===== src/rtl/addsub_serial_unit_if.sv =====
// addsub_serial_unit_if: operand/request and result/flag bundle for the serial adder/subtractor.
interface addsub_serial_unit_if #(parameter int WIDTH = 8);
  logic start, sub, ready, busy, done, carry_out, overflow, zero;
  logic [WIDTH-1:0] a, b, result;
  modport master (output start, sub, a, b, input ready, busy, done, result, carry_out, overflow, zero);
  modport slave (input start, sub, a, b, output ready, busy, done, result, carry_out, overflow, zero);
endinterface


===== src/rtl/addsub_serial_unit.sv =====
// addsub_serial_unit: multi-cycle add/sub processing CHUNK bits per clock with start/ready/done handshake.
module addsub_serial_unit #(
  parameter int WIDTH = 8,
  parameter int CHUNK = 4
) (
  input logic clk,
  input logic rst_n,
  addsub_serial_unit_if.slave bus
);
  localparam int STEPS = WIDTH / CHUNK;
  localparam int CW = STEPS > 1 ? $clog2(STEPS) : 1;
  if (WIDTH < 2 || CHUNK < 1 || (WIDTH % CHUNK) != 0) begin : g_bad
    $error("addsub_serial_unit: WIDTH must be >= 2 and a multiple of CHUNK");
  end
  typedef enum logic [1:0] {IDLE, RUN, DONE} state_t;
  state_t state_q, state_d;
  logic [CW-1:0] cnt_q, cnt_d;
  logic [WIDTH-1:0] opa_q, opa_d, opb_q, opb_d, sh_q, sh_d, result_q, result_d, shifted;
  logic cy_q, cy_d, msba_q, msba_d, msbb_q, msbb_d, co_q, co_d, ov_q, ov_d, z_q, z_d;
  logic [CHUNK:0] csum;
  logic last;
  assign csum = {1'b0, opa_q[CHUNK-1:0]} + {1'b0, opb_q[CHUNK-1:0]} + {{CHUNK{1'b0}}, cy_q};
  assign last = cnt_q == CW'(STEPS - 1);
  // sum chunks enter at the MSB so the final chunk lands in the top slice
  assign shifted = (sh_q >> CHUNK) | (WIDTH'(csum[CHUNK-1:0]) << (WIDTH - CHUNK));
  always_comb begin
    state_d = state_q;
    unique case (state_q)
      IDLE:    state_d = bus.start ? RUN : IDLE;
      RUN:     state_d = last ? DONE : RUN;
      default: state_d = IDLE;
    endcase
  end
  always_comb begin
    cnt_d = cnt_q;
    opa_d = opa_q;
    opb_d = opb_q;
    sh_d = sh_q;
    cy_d = cy_q;
    msba_d = msba_q;
    msbb_d = msbb_q;
    result_d = result_q;
    co_d = co_q;
    ov_d = ov_q;
    z_d = z_q;
    if (state_q == IDLE && bus.start) begin
      opa_d = bus.a;
      opb_d = bus.b ^ {WIDTH{bus.sub}};
      cy_d = bus.sub;
      cnt_d = '0;
      msba_d = bus.a[WIDTH-1];
      msbb_d = bus.b[WIDTH-1] ^ bus.sub;
    end
    if (state_q == RUN) begin
      opa_d = opa_q >> CHUNK;
      opb_d = opb_q >> CHUNK;
      cy_d = csum[CHUNK];
      cnt_d = cnt_q + CW'(1);
      sh_d = shifted;
      if (last) begin
        result_d = shifted;
        co_d = csum[CHUNK];
        ov_d = (msba_q == msbb_q) && (shifted[WIDTH-1] != msba_q);
        z_d = shifted == '0;
      end
    end
  end
  always_ff @(posedge clk or negedge rst_n) begin
    if (!rst_n) begin
      state_q <= IDLE;
      cnt_q <= '0;
      opa_q <= '0;
      opb_q <= '0;
      sh_q <= '0;
      cy_q <= 1'b0;
      msba_q <= 1'b0;
      msbb_q <= 1'b0;
      result_q <= '0;
      co_q <= 1'b0;
      ov_q <= 1'b0;
      z_q <= 1'b0;
    end else begin
      state_q <= state_d;
      cnt_q <= cnt_d;
      opa_q <= opa_d;
      opb_q <= opb_d;
      sh_q <= sh_d;
      cy_q <= cy_d;
      msba_q <= msba_d;
      msbb_q <= msbb_d;
      result_q <= result_d;
      co_q <= co_d;
      ov_q <= ov_d;
      z_q <= z_d;
    end
  end
  assign bus.ready = state_q == IDLE;
  assign bus.busy = state_q == RUN;
  assign bus.done = state_q == DONE;
  assign bus.result = result_q;
  assign bus.carry_out = co_q;
  assign bus.overflow = ov_q;
  assign bus.zero = z_q;
endmodule


===== src/flat_wrapper.sv =====
// flat-port wrapper written by rule: the top's interface ports become plain ports
module addsub_serial_unit_flat 
#(
  parameter int WIDTH = 8,
  parameter int CHUNK = 4
)
  (clk, rst_n, bus_start, bus_sub, bus_a, bus_b, bus_ready, bus_busy, bus_done, bus_result, bus_carry_out, bus_overflow, bus_zero);
  addsub_serial_unit_if #(.WIDTH(WIDTH)) bus_i ();
  input logic clk;
  input logic rst_n;
  input wire logic [$bits(bus_i.start)-1:0] bus_start;
  input wire logic [$bits(bus_i.sub)-1:0] bus_sub;
  input wire logic [$bits(bus_i.a)-1:0] bus_a;
  input wire logic [$bits(bus_i.b)-1:0] bus_b;
  output wire logic [$bits(bus_i.ready)-1:0] bus_ready;
  output wire logic [$bits(bus_i.busy)-1:0] bus_busy;
  output wire logic [$bits(bus_i.done)-1:0] bus_done;
  output wire logic [$bits(bus_i.result)-1:0] bus_result;
  output wire logic [$bits(bus_i.carry_out)-1:0] bus_carry_out;
  output wire logic [$bits(bus_i.overflow)-1:0] bus_overflow;
  output wire logic [$bits(bus_i.zero)-1:0] bus_zero;
  assign bus_i.start = bus_start;
  assign bus_i.sub = bus_sub;
  assign bus_i.a = bus_a;
  assign bus_i.b = bus_b;
  assign bus_ready = bus_i.ready;
  assign bus_busy = bus_i.busy;
  assign bus_done = bus_i.done;
  assign bus_result = bus_i.result;
  assign bus_carry_out = bus_i.carry_out;
  assign bus_overflow = bus_i.overflow;
  assign bus_zero = bus_i.zero;
  addsub_serial_unit #(.WIDTH(WIDTH), .CHUNK(CHUNK)) u_core (.clk(clk), .rst_n(rst_n), .bus(bus_i));
endmodule

===== config.mk =====
export PLATFORM = sky130hd
export DESIGN_NAME = addsub_serial_unit_flat
export DESIGN_NICKNAME = d
export VERILOG_FILES = /design/src/rtl/addsub_serial_unit_if.sv /design/src/rtl/addsub_serial_unit.sv /design/src/flat_wrapper.sv
export SDC_FILE = /design/constraint.sdc
export NUM_CORES = 1
export LEC_CHECK = 0
export CAP_MARGIN = 10
export CORE_ASPECT_RATIO = 1.25
export CORE_UTILIZATION = 25
export DETAILED_ROUTE_END_ITERATION = 16
export PLACE_DENSITY = 0.46
export REMOVE_ABC_BUFFERS = 1
export SYNTH_ARGS = -nofsm -noshare
export SYNTH_HDL_FRONTEND = slang
export SYNTH_SLANG_ARGS = --single-unit

===== constraint.sdc =====
create_clock -name clk -period 6 [get_ports clk]
set_clock_uncertainty 0.05 [all_clocks]
set_input_delay 1.8 -clock clk [delete_from_list [all_inputs] [get_ports clk]]
set_output_delay 1.8 -clock clk [all_outputs]
set_load 0.01 [all_outputs]

==> flow_metrics.env <==
export IMPL_yosys_area_top_type_share_pct=54.57
export IMPL_p_per_area_mw_per_mm2=537.4
export IMPL_core_sq_mm=0.006565
export IMPL_via_count=1219
export IMPL_grt_pass1_wl_microns=5830
export IMPL_die_w_microns=75.69
export IMPL_worst_pin_slew_ps=945.0
export IMPL_grt_busiest_layer="met2"
export IMPL_routed_wl_microns=3462
export IMPL_cts_max_level=2
export IMPL_cp_arrival_ps=3710
export IMPL_p_leak_uw=0.0009566
export IMPL_root_buffer="clkbuf_8"
export IMPL_clk_latency_ps=290
export IMPL_power_frac_comb_pct=46.6
export IMPL_cts_sinks=37
export IMPL_placementRows=33
export IMPL_grt_max_degree=38
export IMPL_antenna_found_initial=0
export IMPL_track_usage_pct=11.32
export IMPL_grt_use_met1_pct=13.69
export IMPL_p_sw_uw=452.0
export IMPL_io_pins=34
export IMPL_clkTransAtPathRegs_ps=70
export IMPL_hold_viol=0
export IMPL_antenna_violating_nets_post_route=0
export IMPL_worst_setup_path_end_kind="flip-flop"
export IMPL_post_synth_top_area_cell="dfrtp_1"
export IMPL_routabilityCongestion=0.6838
export IMPL_synth_most_common_cell="dfrtp_1"
export IMPL_crit_type="in -> reg"
export IMPL_vias_per_cell=4.354
export IMPL_slew_violations=0
export IMPL_grt_overflow=0
export IMPL_synthArstFlopShare_pct=100.0
export IMPL_syn_inst=158
export IMPL_layout_drive_gt1_share_pct=9.326
export IMPL_synth_area_top_cells="dfrtp_1, nand2_1, o21ai_0, xnor2_1, mux2_2"
export IMPL_rr_worst_depth=6
export IMPL_finalCriticalPeriod_ps=3592
export IMPL_synth_common_cells="dfrtp_1, nand2_1, o21ai_0, nor2_1, xnor2_1"
export IMPL_syn_area_per_cell_sq_um=10.74
export IMPL_crit_path_start_kind="input port"
export IMPL_drtIter0Drc=65
export IMPL_ir_worst_vdd_mv=0.1540
export IMPL_firstDrtPassIters=2
export IMPL_hp_class="reg -> reg"
export IMPL_ys_ff_latch=37
export IMPL_p_int_uw=716.7
export IMPL_rsz0062_at_grt="no"
export IMPL_seq_area_frac_synth_pct=54.57
export IMPL_multiInputGateArea_sq_um=709.4
export IMPL_status="complete, no violations"
export IMPL_avgRoutedWirePerCell_microns=12.36
export IMPL_total_power_uw=1169
export IMPL_p_sw_share_pct=38.68
export IMPL_layout_nets=217
export IMPL_whs_ps=428.9
export IMPL_dp_hpwl_microns=2469
export IMPL_met2_usage_pct=18.53
export IMPL_regArea_sq_um=925.9
export IMPL_path_max_fanout=16
export IMPL_numPortBuffers=33
export IMPL_synthFlopType="dfrtp_1"
export IMPL_ys_types=33
export IMPL_seqPwrFrac_pct=39.0
export IMPL_dieArea_sq_mm=0.007122
export IMPL_setup_viol=0
export IMPL_area_growth_pct=28.17
export IMPL_antenna_cells=0
export IMPL_synth_edf_count=0
export IMPL_syn_area_sq_mm=0.001697
export IMPL_cts_tree="built"
export IMPL_final_fill_count=698
export IMPL_timing_final_ws_setup_ps=2408
export IMPL_cts_made_buffers=5
export IMPL_grt_pass1_vias=1223
export IMPL_max_cap_viol_count=0
export IMPL_yosysWarnings=0
export IMPL_clkPwrFrac_pct=14.4
export IMPL_crit_required_ps=6120
export IMPL_place_ws_ps=2081
export IMPL_slew_headroom_pct=36.72
export IMPL_finalSetupTns_ps=0
export IMPL_min_path_cells=2
export IMPL_drc=0
export IMPL_clockBufferDepth=2
export IMPL_max_freq_mhz=278.4
export IMPL_cts_resized_gates=0
export IMPL_die_h_microns=94.11
export IMPL_period_share_pct=59.86
export IMPL_cts_hold_buf=0
export IMPL_initial_core_util_pct=25.84
export IMPL_cts_setup_buffers=0
export IMPL_grtUsageMet3_pct=3.863
-- final timing paths --
kind / startpoint / to / slack (ps)
worst max-delay path: bus_start / u_core.opb_q[2]$_DFFE_PN0P_ / 2410
worst min-delay path: u_core.bus.result[7]$_DFFE_PN0P_ / u_core.bus.result[7]$_DFFE_PN0P_ / 430
worst max register to register: u_core.cy_q$_DFFE_PN0P_ / u_core.bus.zero$_DFFE_PN0P_ / 3740
worst min register to register: u_core.bus.result[7]$_DFFE_PN0P_ / u_core.bus.result[7]$_DFFE_PN0P_ / 430
max in group asynchronous: rst_n / u_core.opa_q[7]$_DFFE_PN0P_ / 3810
min in group asynchronous: rst_n / u_core.sh_q[5]$_DFFE_PN0P_ / 1560
-- critical path: stages --
cell,delay [ps]
clkdlybuf4s50_1,470
nor3b_2,770
nor2_1,310
a221o_1,360
-- layout make-up --
type                    count  area share (%)
clock buffers               6           3.337
clock inverters             2          0.4603
inverters                   2          0.6904
multi-input cells         112           32.62
flip-flops and latches     37           42.58
well taps                  87           5.006
repair buffers             34           15.30
-- stage by stage --
step	cell area [sq um]	std cells	util [%]
5_1_grt	2175	280	33.12
4_1_cts	2175	280	33.12
2_1_floorplan	1650	151	-
3_5_place_dp	2092	272	31.87
3_3_place_gp	2092	272	31.87
6_report	2175	280	33.12
-- power by group through the flow --
| stage | sequential, uW | combinational (uW) | clock, uW |
|---|---|---|---|
| floorplan | 457 | 347 | 0 |
| global placement | 462 | 549 | 0 |
| detailed placement | 463 | 558 | 0 |
| CTS | 459 | 559 | 174 |
| global route | 475 | 622 | 184 |
| finish | 456 | 545 | 168 |
-- registers in the layout (all words and copies together), names as in the netlist --
| name | flops |
|---|---|
| u_core.cnt_q | 1 |
| u_core.bus.result | 8 |
| u_core.bus.carry_out | 1 |
| u_core.bus.zero | 1 |
| u_core.msbb_q | 1 |
| u_core.msba_q | 1 |
| u_core.opb_q | 8 |
| u_core.cy_q | 1 |
| u_core.bus.overflow | 1 |
| u_core.opa_q | 8 |
| u_core.sh_q | 4 |
| u_core.state_q | 2 |
-- kinds of logic (layout without fill, tap and decap cells) --
group                    Yosys count  count (layout)  share of synthesized area, %
AND/OR/NAND/NOR                   59              59                         15.78
adder cells (fa/ha/maj)            5               5                         4.573
multiplexers                       6               6                         3.982
buffers and inverters              9              44                         3.613
XOR/XNOR                          10              10                         5.163
AO/OA/AOI/OAI                     32              32                         12.32
flip-flops                        37              37                         54.57
-- layout by cell type, fill, tap and decap left out, drive strengths merged --
cell	count
a211o	1
a21o	2
a21oi	2
a221o	4
a22o	2
a22oi	1
a31oi	4
and3b	1
buf	2
clkbuf	6
clkdlybuf4s50	32
clkinv	2
dfrtp	37
fa	2
ha	3
inv	2
mux2	6
nand2	35
nand2b	1
nand3	6
nor2	10
nor2b	1
nor3b	2
nor4	1
o211ai	1
o21a	1
o21ai	14
or3	1
or4	1
xnor2	8
xor2	2
-- metal layers --
metal	vias up	wire length, microns
met2	27	1641
met1	571	1650
met5	-	0
met3	5	133
met4	0	37
li1	616	-
No activity file was read; power rests on OpenSTA's default activity.
